File: src/rtl/bitwise_pkg.sv
// Shared definitions for the pipelined bitwise unit: opcode width and encodings.
package bitwise_pkg;

  localparam int unsigned OPW = 3;

  typedef enum logic [OPW-1:0] {
    OP_AND  = 3'd0,
    OP_OR   = 3'd1,
    OP_XOR  = 3'd2,
    OP_NAND = 3'd3,
    OP_NOR  = 3'd4,
    OP_XNOR = 3'd5,
    OP_NOTA = 3'd6,
    OP_PASS = 3'd7
  } op_e;

endpackage

File: src/rtl/bitwise_lane_op.sv
// Combinational WIDTH-bit bitwise operator: selects one of eight per-bit functions of a and b.
module bitwise_lane_op
  import bitwise_pkg::*;
#(
  parameter int unsigned WIDTH = 16
) (
  input  logic [WIDTH-1:0] a_i,
  input  logic [WIDTH-1:0] b_i,
  input  op_e              op_i,
  output logic [WIDTH-1:0] res_o
);

  // Opcode mux; every encoding is defined so the default only guards against X.
  always_comb begin
    res_o = '0;
    case (op_i)
      OP_AND:  res_o = a_i & b_i;
      OP_OR:   res_o = a_i | b_i;
      OP_XOR:  res_o = a_i ^ b_i;
      OP_NAND: res_o = ~(a_i & b_i);
      OP_NOR:  res_o = ~(a_i | b_i);
      OP_XNOR: res_o = ~(a_i ^ b_i);
      OP_NOTA: res_o = ~a_i;
      OP_PASS: res_o = a_i;
      default: res_o = '0;
    endcase
  end

endmodule

File: src/rtl/bitwise_unit_pipe.sv
// Two-stage stallable bitwise logic unit with valid/ready on both sides.
// S1 captures operands, S2 registers the result and zero flag.
// Optional macro BITWISE_POPCOUNT_EN adds a registered set-bit count output (out_pop).
module bitwise_unit_pipe
  import bitwise_pkg::*;
#(
  parameter int unsigned WIDTH = 16
) (
  input  logic                          clk,
  input  logic                          rst,
  input  logic                          in_valid,
  output logic                          in_ready,
  input  logic [WIDTH-1:0]              in_a,
  input  logic [WIDTH-1:0]              in_b,
  input  logic [OPW-1:0]                in_op,
  output logic                          out_valid,
  input  logic                          out_ready,
  output logic [WIDTH-1:0]              out_res,
`ifdef BITWISE_POPCOUNT_EN
  output logic [$clog2(WIDTH+1)-1:0]    out_pop,
`endif
  output logic                          out_zero
);

  logic             s1_valid_q, s1_valid_d;
  logic [WIDTH-1:0] s1_a_q, s1_a_d;
  logic [WIDTH-1:0] s1_b_q, s1_b_d;
  op_e              s1_op_q, s1_op_d;

  logic             out_valid_q, out_valid_d;
  logic [WIDTH-1:0] out_res_q, out_res_d;
  logic             out_zero_q, out_zero_d;

  logic             s2_adv;
  logic             s1_adv;
  logic [WIDTH-1:0] lane_res;

  // A stage may advance when it is empty or the stage after it is moving.
  assign s2_adv   = !out_valid_q || out_ready;
  assign s1_adv   = !s1_valid_q || s2_adv;
  assign in_ready = s1_adv;

  bitwise_lane_op #(.WIDTH(WIDTH)) u_lane (
    .a_i   (s1_a_q),
    .b_i   (s1_b_q),
    .op_i  (s1_op_q),
    .res_o (lane_res)
  );

`ifdef BITWISE_POPCOUNT_EN
  localparam int unsigned PW = $clog2(WIDTH + 1);
  logic [PW-1:0] pop_d, out_pop_q;

  // Set-bit count of the value about to enter S2.
  always_comb begin
    pop_d = '0;
    for (int unsigned i = 0; i < WIDTH; i++) begin
      pop_d = pop_d + PW'(lane_res[i]);
    end
  end

  // Popcount register shares the S2 load/hold/reset behaviour of out_res.
  always_ff @(posedge clk) begin
    if (rst) begin
      out_pop_q <= '0;
    end else if (s2_adv && s1_valid_q) begin
      out_pop_q <= pop_d;
    end
  end

  assign out_pop = out_pop_q;
`endif

  // S1 next state: load a new beat when advancing, otherwise hold.
  always_comb begin
    s1_valid_d = s1_valid_q;
    s1_a_d     = s1_a_q;
    s1_b_d     = s1_b_q;
    s1_op_d    = s1_op_q;
    if (s1_adv) begin
      s1_valid_d = in_valid;
      if (in_valid) begin
        s1_a_d  = in_a;
        s1_b_d  = in_b;
        s1_op_d = op_e'(in_op);
      end
    end
  end

  // S2 next state: take the S1 result when advancing; bubbles keep the old data.
  always_comb begin
    out_valid_d = out_valid_q;
    out_res_d   = out_res_q;
    out_zero_d  = out_zero_q;
    if (s2_adv) begin
      out_valid_d = s1_valid_q;
      if (s1_valid_q) begin
        out_res_d  = lane_res;
        out_zero_d = (lane_res == '0);
      end
    end
  end

  // Pipeline registers; reset drops every in-flight beat.
  always_ff @(posedge clk) begin
    if (rst) begin
      s1_valid_q  <= 1'b0;
      s1_a_q      <= '0;
      s1_b_q      <= '0;
      s1_op_q     <= OP_AND;
      out_valid_q <= 1'b0;
      out_res_q   <= '0;
      out_zero_q  <= 1'b1;
    end else begin
      s1_valid_q  <= s1_valid_d;
      s1_a_q      <= s1_a_d;
      s1_b_q      <= s1_b_d;
      s1_op_q     <= s1_op_d;
      out_valid_q <= out_valid_d;
      out_res_q   <= out_res_d;
      out_zero_q  <= out_zero_d;
    end
  end

  assign out_valid = out_valid_q;
  assign out_res   = out_res_q;
  assign out_zero  = out_zero_q;

endmodule

File: config.mk
export PLATFORM = sky130hd
export DESIGN_NAME = bitwise_unit_pipe
export DESIGN_NICKNAME = d
export VERILOG_FILES = /design/src/rtl/bitwise_pkg.sv /design/src/rtl/bitwise_lane_op.sv /design/src/rtl/bitwise_unit_pipe.sv
export SDC_FILE = /design/constraint.sdc
export NUM_CORES = 1
export LEC_CHECK = 0
export CORE_ASPECT_RATIO = 1.1
export CORE_MARGIN = 5
export CORE_UTILIZATION = 55
export CTS_CLUSTER_SIZE = 24
export DETAILED_ROUTE_END_ITERATION = 7
export PLACE_DENSITY = 0.82
export SLEW_MARGIN = 20
export SYNTH_ARGS = -nofsm -noshare
export SYNTH_HDL_FRONTEND = slang
export SYNTH_SLANG_ARGS = --single-unit
File: constraint.sdc
create_clock -name clk -period 2.45 [get_ports clk]
set_clock_uncertainty 0.05 [all_clocks]
set_input_delay 0.6125 -clock clk [delete_from_list [all_inputs] [get_ports clk]]
set_output_delay 0.6125 -clock clk [all_outputs]
set_load 0.02 [all_outputs]
# Word-level counts from Yosys, hierarchy flattened
# Cells that the tools add are included.
# Widths: inputs -> output; s select.
dict set report classes {
  n_eq_ne 7
  mux 1
  bitwise_logic 7
  n_reduce_logical 8
}
# cell n
set ops {}
lappend ops {{$pmux 16 s8} 1}
lappend ops {{$not 16->16} 4}
lappend ops {{$and 16x16->16} 1}
lappend ops {{$logic_not 16->1} 1}
lappend ops {{$or 16x16->16} 1}
lappend ops {{$xor 16x16->16} 1}
lappend ops {{$eq 3x3->1 const B} 4}
lappend ops {{$eq 3x2->1 const B} 2}
lappend ops {{$reduce_and 2->1} 2}
lappend ops {{$eq 3x1->1 const B} 1}
lappend ops {{$logic_not 3->1} 1}
lappend ops {{$logic_not 1->1} 2}
lappend ops {{$logic_or 1x1->1} 2}
dict set report word_totals {
  reg_bits 54
  out_inout_bits 19
  elab_cells 30
}

# Logic depth before layout (Yosys ltp)
# Gate-level depths: netlist of run 1.
dict set report logic_depth {
  ltp_word 4
  mapped_depth 9
}

# Cells and area by module
# Synthesis of run 1 repeated with hierarchy kept, for this count alone.
dict set report unflattened {
  cells_unflattened 466
  area_unflattened_um2 3957.5
}
# mod instances cells_per_inst area_per_inst_um2 seq_area_each_um2
set modules_own_cells {}
lappend modules_own_cells {bitwise_unit_pipe 1 248 2225.9 1081.0}
lappend modules_own_cells {bitwise_lane_op 1 218 1731.7 0.0}

# Least setup slack after synthesis of run 1
# Ideal clock, no wire load.
dict set report synth_timing {
  kind {in2reg}
  start {input out_ready}
  end {register s1_a_q[0]}
  setup_ns 0.132
  arrival_time_ns 1.717
  path_slack_ns 0.550
  cell_stages 7
  path_buffers 2
  path_cell_list {nor2b_1 nand2_1 and2_1 clkbuf_1 clkbuf_1 nand2_1 a21oi_1}
}
dict set report synth_between {
  elab_chain_cells 3
}
# item line
set synth_rtl {}
lappend synth_rtl {{start, declared} bitwise_unit_pipe.sv:17} ;# input logic out_ready,
lappend synth_rtl {{$logic_or 1x1->1} bitwise_unit_pipe.sv:39} ;# assign s2_adv = !out_valid_q || out_ready;
lappend synth_rtl {{$logic_or 1x1->1} bitwise_unit_pipe.sv:40} ;# assign s1_adv = !s1_valid_q || s2_adv;
lappend synth_rtl {{net in_ready} bitwise_unit_pipe.sv:12} ;# output logic in_ready,
lappend synth_rtl {{$reduce_and 2->1 (no line)} --}
lappend synth_rtl {{end signal, assigned} bitwise_unit_pipe.sv:108} ;# s1_a_q <= '0;
lappend synth_rtl {{end signal, assigned} bitwise_unit_pipe.sv:116} ;# s1_a_q <= s1_a_d;
lappend synth_rtl {{end, declared} bitwise_unit_pipe.sv:26} ;# logic [WIDTH-1:0] s1_a_q, s1_a_d;
# The timed path passes the listed nets, and every way through them passes these cells.
# A chain may end at the register's enable or synchronous reset.

# Final worst setup path of run 1
dict set report layout_timing {
  start {input out_ready}
  end {output in_ready}
}
dict set report layout_between {
  elab_chain_cells 2
}
# item line
set layout_rtl {}
lappend layout_rtl {{$logic_or 1x1->1} bitwise_unit_pipe.sv:39}
lappend layout_rtl {{$logic_or 1x1->1} bitwise_unit_pipe.sv:40}
lappend layout_rtl {{end, declared} bitwise_unit_pipe.sv:12}
# Every way passes these cells.

==> impl_metrics.json, run 1 <==
{
  "worstPathRequired_ns": 1.79,
  "first_pass_iters": 4,
  "netlist_top_cells_area": "dfxtp_1, nand2_1, ha_1, a21oi_1, inv_1",
  "place_congestion": 0.8005,
  "report.final.hold_viol_count": 0,
  "worst_skew_pair.late_latency_ns": 0.31,
  "path_class": "in -> out",
  "cts_max_level": 2,
  "layout_worst_path_cycle_share": 0.9147,
  "cp_data_arrival_time_ns": 1.58,
  "post_route_cells_drive_above_1_share": 0.07034,
  "detailedPlacementHpwl_um": 6194,
  "synth_enable_flop_cells": 0,
  "yosys-mux-area-fraction": 0.06520,
  "holdPathStages": 2,
  "detailroute.via_count": 3394,
  "clock-root-buffer": "clkbuf_8",
  "post_drt_via_cell_ratio": 5.582,
  "synth-adder-area-share": 0.1081,
  "drt.antenna.violating_nets": 0,
  "sequentialPowerShare": 0.457,
  "relSlewSlack": 0.5797,
  "power_leakage_nw": 1.708,
  "dieHeight_um": 96.07,
  "max_freq_ghz": 0.4462,
  "holdPathEnd": "out_res[7]",
  "crit_path_end_kind": "output pin",
  "clock_tree_from_tritoncts": "yes",
  "path_clk_slew_ns": 0.10,
  "yosysUniqueCellTypes": 53,
  "cap_violations": 0,
  "mappedNetlistNets": 556,
  "first_global_vias": 3167,
  "rsz0062_at_grt": "no",
  "yosysWarningCount": 0,
  "synthCells": 485,
  "avgRoutedWirePerCell_um": 13.88,
  "worst_pin_slew_ns": 0.6305,
  "critical_path.reg2reg.startpoint": "s1_op_q[1]",
  "proportion_of_synthesized_chip_area_in_sequential_cells": 0.2919,
  "cts_hold_buf": 0,
  "grt_first_pass_wirelength_um": 14280,
  "cts.sinks": 54,
  "floorplan.initialDensity": 0.5650,
  "power.ir.vdd_worst_uv": 296.8,
  "wirelength_um": 8437,
  "crit_fanout": 2,
  "switching_fraction": 0.3004,
  "power.clock.fraction": 0.282,
  "setup.reg_to_reg.worst_slack_ns": 0.22,
  "max-clock-path-buffers": 2,
  "ioPinCount": 58,
  "finalMaxSlewViolations": 0,
  "hp-start": "out_res[7]",
  "power_switching_mw": 0.6465,
  "mostFrequentLayoutCell": "nand2_1",
  "cell_rows": 31,
  "finalWorstSetupSlack_ns": 0.2091,
  "detailedRoute.firstIterationViolations": 233,
  "n_fill_cell": 560,
  "hold_class": "reg -> reg",
  "grt_start_max_net_pins": 44,
  "synth_compound_area_frac": 0.2125,
  "r2r-end": "out_zero",
  "finalSetupViolCount": 0,
  "core-area_um2": 6555,
  "yosys_register_bits": 54,
  "gr-total-overflow": 0,
  "floorplan.die.width_um": 88.24,
  "antenna_cells_inserted": 0,
  "postSynth.asyncResetShare": 0,
  "run_status": "complete, no violations",
  "synth.largest_area_cell": "dfxtp_1",
  "syn2layout_area_growth_pct": 19.02,
  "final.setup.tns_ns": 0,
  "mappedNetlistArea_um2": 3704,
  "port_buffers": 57,
  "yosys_most_used_dff": "dfxtp_1",
  "final_cell_mix": "nand2_1, clkdlybuf4s50_1, dfxtp_1",
  "finalNetCount": 596,
  "groute.usage.overall": 0.2090,
  "synth_xor_area_frac": 0.009459,
  "cellPowerDensity_nw_per_um2": 488.2,
  "cts_made_buffers": 5,
  "power.share.combinational": 0.261,
  "die_area_um2": 8477,
  "largest_family_of_logic_cells_by_synthesized_area": "simple AND/OR/NAND/NOR gates",
  "ff2ff_path_depth": 6,
  "power_mw": 2.152,
  "worst_setup_path_startpoint": "out_ready",
  "worstSetupStartpointType": "input port",
  "avgSynthCellArea_um2": 7.636,
  "synth-simple-area-share": 0.2179,
  "grt_antenna_before_repair": 0,
  "pre_cts_slack_ns": -0.02230,
  "detail_route.drc_violations": 0,
  "post_cts_buffers": 0,
  "synth_top_area_share": 0.2919,
  "ctsResizeCount": 1,
  "cell_internal_pwr_mw": 1.506,
  "final_min_period_ns": 2.241
}
[registers in the layout, indices dropped and copies added, names as in the netlist]
signal / count
out_valid: 1
s1_op_q: 3
out_zero: 1
out_res: 16
s1_valid_q: 1
s1_b_q: 16
s1_a_q: 16
[how the worst max path moves through the flow]
stage,end,slack [ns],cells past startpoint
after CTS,in_ready,0.19,4
after detailed placement,in_ready,-0.02,4
after floorplan,s1_a_q[0],0.55,7
after global placement,in_ready,-0.005,4
final,in_ready,0.21,4
after global routing,out_zero,0.09,6
[power groups by stage]
stage / combinational, mW / clock (mW) / sequential [mW]
after floorplan: 0.377 / 0 / 1.00
after global placement: 0.536 / 0 / 0.999
after detailed placement: 0.559 / 0 / 1.00
after CTS: 0.562 / 0.621 / 0.983
after global routing: 0.625 / 0.660 / 0.992
final: 0.563 / 0.606 / 0.983
[layer usage]
metal,track usage,part of all wire,up-vias
met5,0,0,-
met4,0.06171,0.019,0
met3,0.03082,0.057,14
met2,0.3572,0.47,101
met1,0.2718,0.45,1555
li1,-,-,1724
[critical path, stage by stage]
cell and delay, ns:
clkdlybuf4s50_1 0.40, nor2b_1 0.16, nand2_1 0.08, dlygate4sd2_1 0.32
[stage by stage]
step / hold slack, ns / std cells / cell area [um2] / utilization
floorplan: 0.4030 / 485 / 3704 / -
global placement: 0.3931 / 600 / 4295 / 0.6553
detailed placement: 0.3987 / 600 / 4295 / 0.6553
CTS: 0.4130 / 608 / 4408 / 0.6725
global route: 0.4376 / 608 / 4408 / 0.6725
finish: 0.4118 / 608 / 4408 / 0.6725
[kinds of logic (layout without fill, tap and decap cells)]
kind of cell,after synthesis,count (layout)
AO/OA/AOI/OAI,118,118
XOR/XNOR,4,4
adder cells (fa/ha/maj),32,32
buffers and inverters,75,116
flip-flops,54,54
multiplexers,21,21
AND/OR/NAND/NOR,181,181
[area by class of cell]
| class | instances | area, um2 | share of cell area |
|---|---|---|---|
| Multi-Input combinational cell | 356 | 2271 | 0.5152 |
| Timing Repair Buffer | 69 | 691.9 | 0.1570 |
| Sequential cell | 54 | 1082 | 0.2455 |
| Tap cell | 82 | 102.6 | 0.02328 |
| Clock buffer | 5 | 68.82 | 0.01561 |
| Clock inverter | 3 | 45.04 | 0.01022 |
| Inverter | 39 | 146.4 | 0.03321 |
[cell usage after synthesis, types with 3 or more instances]
cell type / number
a21oi_1: 52
buf_2: 11
nand2b_1: 14
mux2_1: 4
a221oi_1: 5
buf_6: 7
dfxtp_1: 54
mux2i_1: 14
inv_1: 39
ha_1: 32
nor2b_1: 11
o22ai_1: 5
a32oi_1: 3
o21ai_1: 4
o21a_1: 5
nand2_1: 108
o21ai_0: 13
clkbuf_1: 17
a211oi_1: 6
nand3_1: 5
nor2_1: 18
nor3_1: 11
o221ai_1: 3
Note: power is estimated with default switching activity, not from simulation.
==> inputs of run 2 (changes only) <==
--- a/config.mk
+++ b/config.mk
@@ -15,3 +15,4 @@
 export SYNTH_ARGS = -nofsm -noshare
 export SYNTH_HDL_FRONTEND = slang
 export SYNTH_SLANG_ARGS = --single-unit
+export TNS_END_PERCENT = 100
==> results of run 2 <==
Same layout as run 1: the final DEF is identical, and so are final timing and power.
